--- src/rtl/stream_demux_1to2.sv ---
// One-to-two stream demultiplexer with a one-word register stage per channel.
// Each channel delivers its words in order and counts them.
module stream_demux_1to2 #(
  parameter int WIDTH = 32,
  parameter int CNT_W = 16
) (
  input  logic             clk,
  input  logic             reset_n,
  input  logic [WIDTH-1:0] in_data,
  input  logic             in_select,
  input  logic             in_valid,
  output logic             in_ready,
  output logic [WIDTH-1:0] out0_data,
  output logic             out0_valid,
  input  logic             out0_ready,
  output logic [WIDTH-1:0] out1_data,
  output logic             out1_valid,
  input  logic             out1_ready,
  output logic [CNT_W-1:0] cnt0,
  output logic [CNT_W-1:0] cnt1
);

  logic [WIDTH-1:0] data0_p1, data1_p1;
  logic             vld0_p1, vld1_p1;
  logic [CNT_W-1:0] cnt0_p1, cnt1_p1;

  logic in_xfer, ld0, ld1, xfer0, xfer1;

  // A channel's slot is free if empty or draining this cycle; in_valid is not consulted.
  assign in_ready = in_select ? (~vld1_p1 | out1_ready) : (~vld0_p1 | out0_ready);
  assign in_xfer  = in_valid & in_ready;
  assign ld0      = in_xfer & ~in_select;
  assign ld1      = in_xfer &  in_select;
  assign xfer0    = vld0_p1 & out0_ready;
  assign xfer1    = vld1_p1 & out1_ready;

  // Channel 0 register stage
  always_ff @(posedge clk) begin
    if (!reset_n) begin
      data0_p1 <= '0;
      vld0_p1  <= 1'b0;
      cnt0_p1  <= '0;
    end else begin
      if (ld0) data0_p1 <= in_data;
      vld0_p1 <= ld0 | (vld0_p1 & ~out0_ready);
      if (xfer0) cnt0_p1 <= cnt0_p1 + 1'b1;
    end
  end

  // Channel 1 register stage
  always_ff @(posedge clk) begin
    if (!reset_n) begin
      data1_p1 <= '0;
      vld1_p1  <= 1'b0;
      cnt1_p1  <= '0;
    end else begin
      if (ld1) data1_p1 <= in_data;
      vld1_p1 <= ld1 | (vld1_p1 & ~out1_ready);
      if (xfer1) cnt1_p1 <= cnt1_p1 + 1'b1;
    end
  end

  assign out0_data  = data0_p1;
  assign out0_valid = vld0_p1;
  assign out1_data  = data1_p1;
  assign out1_valid = vld1_p1;
  assign cnt0       = cnt0_p1;
  assign cnt1       = cnt1_p1;

endmodule

--- config.mk ---
export PLATFORM = sky130hd
export DESIGN_NAME = stream_demux_1to2
export DESIGN_NICKNAME = d
export VERILOG_FILES = /design/src/rtl/stream_demux_1to2.sv
export SDC_FILE = /design/constraint.sdc
export NUM_CORES = 1
export LEC_CHECK = 0
export BUFFER_PORTS_ARGS = -buffer_cell sky130_fd_sc_hd__buf_4
export CORE_MARGIN = 1
export CORE_UTILIZATION = 49
export DETAILED_ROUTE_END_ITERATION = 8
export PLACE_DENSITY = 0.8
export SKIP_CTS_REPAIR_TIMING = 1
export SLEW_MARGIN = 5
export SYNTH_ARGS = -nofsm -noshare
export SYNTH_HDL_FRONTEND = slang
export SYNTH_SLANG_ARGS = --single-unit
--- constraint.sdc ---
create_clock -name clk -period 2.1 [get_ports clk]
set_input_delay 0.42 -clock clk [delete_from_list [all_inputs] [get_ports clk]]
set_output_delay 0.42 -clock clk [all_outputs]
set_load 0.03 [all_outputs]
**Word-level counts from Yosys, hierarchy flattened**

Index checks and enable logic that the tools add are counted.

- Flip-flop bits (word level): 98
- Input port bits: 38
- Output and inout port bits: 99
- Word-level logic and storage cells: 25

- Add/subtract/negate cells: 2
- Multiplexer cells: 1
- Bitwise logic cells: 16

Operator list:

| operator | count |
|---|---|
| adder 16 x 1 -> 16 bit, second input constant | 2 |
| AND 1 bit | 7 |
| inverter 1 bit | 5 |
| OR 1 bit | 4 |
| two-way mux 1 bit | 1 |

**Depth between registers and ports, before layout**

- Word-level depth: 6
- Depth in mapped cells: 6
- Mapped depth without buffers: 5

**Worst setup path before layout**

Ideal clock, no wire load.

- Kind: register to register
- Start point: register cnt1_p1[7], in the netlist cnt1[7]
- End point: register cnt1_p1[15], in the netlist cnt1[15]
- Library setup time: 0.070 ns
- Data arrival time: 1.779 ns
- Required time: 2.030 ns
- Slack: 0.251 ns
- Cell stages (with the launch flop): 5
- Path buffers: 0
- Clock period less this slack: 1.849 ns
- Cells stage by stage: dfxtp_1 nand4_2 or4_4 or3_1 a21oi_1

- Cells in the longest elaborated chain, start to end: 1

RTL lines:

| item | line | source |
|---|---|---|
| start: declaration | 25 | `logic [CNT_W-1:0] cnt0_p1, cnt1_p1;` |
| start signal: assignment | 59 | `if (xfer1) cnt1_p1 <= cnt1_p1 + 1'b1;` |
| adder 16 x 1 -> 16 bit | 59 |  |

No other way between the ends.
A chain may end at the register's enable or synchronous reset.

**Worst setup path after layout**

- Start point: register vld1_p1, in the netlist out1_valid
- End point: output port in_ready

- Cells in the longest elaborated chain, start to end: 3

RTL lines:

| item | line | source |
|---|---|---|
| start: declaration | 24 | `logic vld0_p1, vld1_p1;` |
| start signal: assignment | 58 | `vld1_p1 <= ld1 \| (vld1_p1 & ~out1_ready);` |
| inverter 1 bit | 30 | `assign in_ready = in_select ? (~vld1_p1 \| out1_ready) : (~vld0_p1 \| out0_ready);` |
| OR 1 bit | 30 |  |
| two-way mux 1 bit | 30 |  |
| end: declaration | 12 | `output logic in_ready,` |

No other way between the ends.

==> results.yml <==
placed_design:
  gp_congestion: 0.845
  hpwl_mm: 6.40
  portBuffers: 136
final_layout:
  drive_gt1_share_pct: 27.7
  diodes: 0
  area_growth_pct: 35.5
  nets: 620
timing:
  setup_viol: 0
  fin_crit_ns: 1.94
  hold_violations: 0
  rsz0062_at_grt: "no"
  slew_headroom_pct: 62.7
  clock.fmax_mhz: 515
  skew_ns: 0.0113
  period_share_pct: 92.5
  max_slew.worst_pin.slew_ns: 0.560
  finalSetupTns_ns: 0
  drv_slew: 0
global_routing:
  gr-total-overflow: 0
  grt_pass1_wl_mm: 14.5
  grt_pass1_vias: 3205
  antenna_found_initial: 0
  gr-usage-all-layers_pct: 23.6
  grt_max_degree: 56
power_and_ir_drop:
  power_frac_seq_pct: 52.4
  p_leak_uw: 0.00205
  p_int_uw: 2790
  power_uw: 3730
  clkPwrFrac_pct: 35.3
  powerDensity_nw_per_um2: 747
  switching_share_pct: 25.2
  p_switching_uw: 938
  vdd_ir_drop_max_v: 0.000524
  power_frac_comb_pct: 12.3
logic_synthesis:
  synth_adder_area_share_pct: 0.680
  syn-num-nets: 492
  synth_top_family_by_area: "simple AND/OR/NAND/NOR gates"
  synth.avg_cell_area_sq_um: 8.14
  synth_mux_area_share_pct: 0.578
  synth.yosys.seq_area_share_pct: 53.3
  syn_area_sq_um: 3680
  synthXorXnorAreaFrac_pct: 5.00
  synth-compound-area-share_pct: 11.4
  ys_seq_elements: 98
  synth_cell_type_count: 31
  synth.yosys.warnings: 0
  syn_inst: 452
  yosys.area_share.simple_pct: 25.8
min_path:
  hold_end: "out0_data[28]"
  hold_depth: 3
  min_from: "in_data[28]"
  min_path_type: "input pin to flip-flop"
detailed_routing:
  avgViaCountPerCell: 5.14
  vias: 3513
  wire_per_inst_um: 13.5
  routed_wl_mm: 9.22
  drtPass1Iterations: 4
  drc_errors: 0
  ant_nets: 0
  drt_first_iter_violations: 129
job:
  drv_cap: 0
setup_path:
  crit_family: "flip-flops"
  crit_arrival_ns: 1.52
  r2r_start: "cnt1[7]"
  reg2reg_setup_slack_ns: 0.35
  setup.worst_path.class: "flip-flop to output port"
  cp-start-kind: "flip-flop"
  critPathMaxFanout: 6
  critPathRequiredTime_ns: 1.68
  path_cells: "or2b_1, mux2_2, buf_4"
  slowest_stage: "dfxtp_1"
  r2r-end: "cnt1[15]"
  end_kind: "output port"
  reg2regPathDepth: 4
  cpPeakStageDelay_ns: 0.44
  path_buf_inv: 1
floorplanning:
  die-area_sq_um: 7860
  die_h_um: 88.7
  core_sq_um: 7250
  start_util_pct: 50.8
  die_w_um: 88.7
  io_pins: 137
  rows: 31
cts:
  clockBufferDepth: 2
  cts_tree: "built"
  cts.sinks: 98
  htree_num_levels: 3
  cts_buffers: 9
  cts_root_buf: "clkbuf_8"
  clk_pin_slew_ns: 0.09
  clkLatencyLatePin_ns: 0.34
run_status:
  status: "completed"
==> layout make-up <==
type / count / area [sq um]
inverters: 5 / 18.8
repair buffers: 142 / 1070
clock inverters: 5 / 77.6
well taps: 99 / 124
flip-flops and latches: 98 / 1960
fillers: 612 / 2260
multi-input cells: 324 / 1600
clock buffers: 11 / 141
==> metrics by stage <==
step / util, % / area (sq um) / std cells / setup WS [ns] / hold WS (ns)
floorplan: - / 3680 / 452 / 0.251 / 0.553
global placement: 65.8 / 4770 / 668 / 0.333 / 0.442
detailed placement: 65.8 / 4770 / 668 / 0.297 / 0.449
CTS: 68.8 / 4990 / 684 / 0.137 / 0.308
global route: 68.8 / 4990 / 684 / 0.0597 / 0.310
finish: 68.8 / 4990 / 684 / 0.158 / 0.324
==> power groups by stage <==
stage	combinational (uW)	sequential (uW)	clock (uW)
finish	457	1950	1320
CTS	458	1960	1350
detailed placement	457	2000	0
global placement	451	1990	0
global route	492	1960	1430
floorplan	136	2120	0
==> sequential cells by signal, indices dropped and copies added, names as in the netlist <==
signal and count:
out0_data 32, cnt1 16, out1_valid 1, cnt0 16, out0_valid 1, out1_data 32
==> logic make-up (layout without fill, tap and decap cells) <==
| family | after synthesis | in the layout |
|---|---|---|
| AOI/OAI and AO/OA | 83 | 83 |
| xor gates and xnor gates | 21 | 21 |
| adders and majority gates | 2 | 2 |
| buffers and inverters | 30 | 163 |
| DFF | 98 | 98 |
| muxes | 2 | 2 |
| and+or+nand+nor | 216 | 216 |
==> metal layers <==
layer / vias up / routed length (um) / track usage (%)
met5: - / 0 / 0
met4: 0 / 98 / 7.48
met3: 9 / 585 / 6.53
met2: 93 / 4480 / 38.6
met1: 1651 / 4070 / 30.2
li1: 1760 / - / -
==> layout by cell type (no fill, tap or decap), drive strengths merged, types with 2 or more instances in the layout <==
master	Yosys	routed
o21ai	7	7
or4	2	2
nand3	11	11
buf	1	142
or3	6	6
inv	4	5
nand4	11	11
nor3	5	5
xnor2	13	13
nand2	141	141
clkinv	1	2
and4	3	3
clkbuf	24	11
xor2	8	8
nor4	6	6
dfxtp	98	98
a21oi	75	75
nand3b	2	2
bufinv	0	2
nand2b	2	2
nor2	23	23
ha	2	2
==> synth_stat cells (all sizes together) <==
library cell	number	share of area (%)
a21oi	75	10
and3	1	0.17
and3b	1	0.24
and4	3	0.71
buf	1	0.31
clkbuf	24	2.4
clkinv	1	0.10
dfxtp	98	53
ha	2	0.68
inv	4	0.41
mux2	1	0.31
mux2i	1	0.27
nand2	141	14
nand2b	2	0.34
nand3	11	1.5
nand3b	2	0.41
nand4	11	2.0
nor2	23	2.3
nor3	5	0.68
nor3b	1	0.20
nor4	6	1.0
o21ai	7	0.95
o31ai	1	0.20
or2b	1	0.20
or3	6	1.0
or4	2	0.51
xnor2	13	3.1
xor2	8	1.9
==> worst min-delay path, delay by kind of cell <==
kind / cells / cell delay, ns
and+or+nand+nor: 1 / 0.05
AOI/OAI and AO/OA: 1 / 0.05
buffers and inverters: 1 / 0.11
==> worst max-delay path by stage <==
stage	from	end	slack, ns	depth (start not counted)
after CTS	out1_valid	in_ready	0.14	3
after global routing	out1_valid	in_ready	0.06	3
after floorplan	cnt1[7]	cnt1[15]	0.25	4
after global placement	out1_ready	cnt1[15]	0.33	5
after detailed placement	out1_ready	cnt1[15]	0.30	5
final	out1_valid	in_ready	0.16	3
Note: power is estimated with default switching activity, not from simulation.
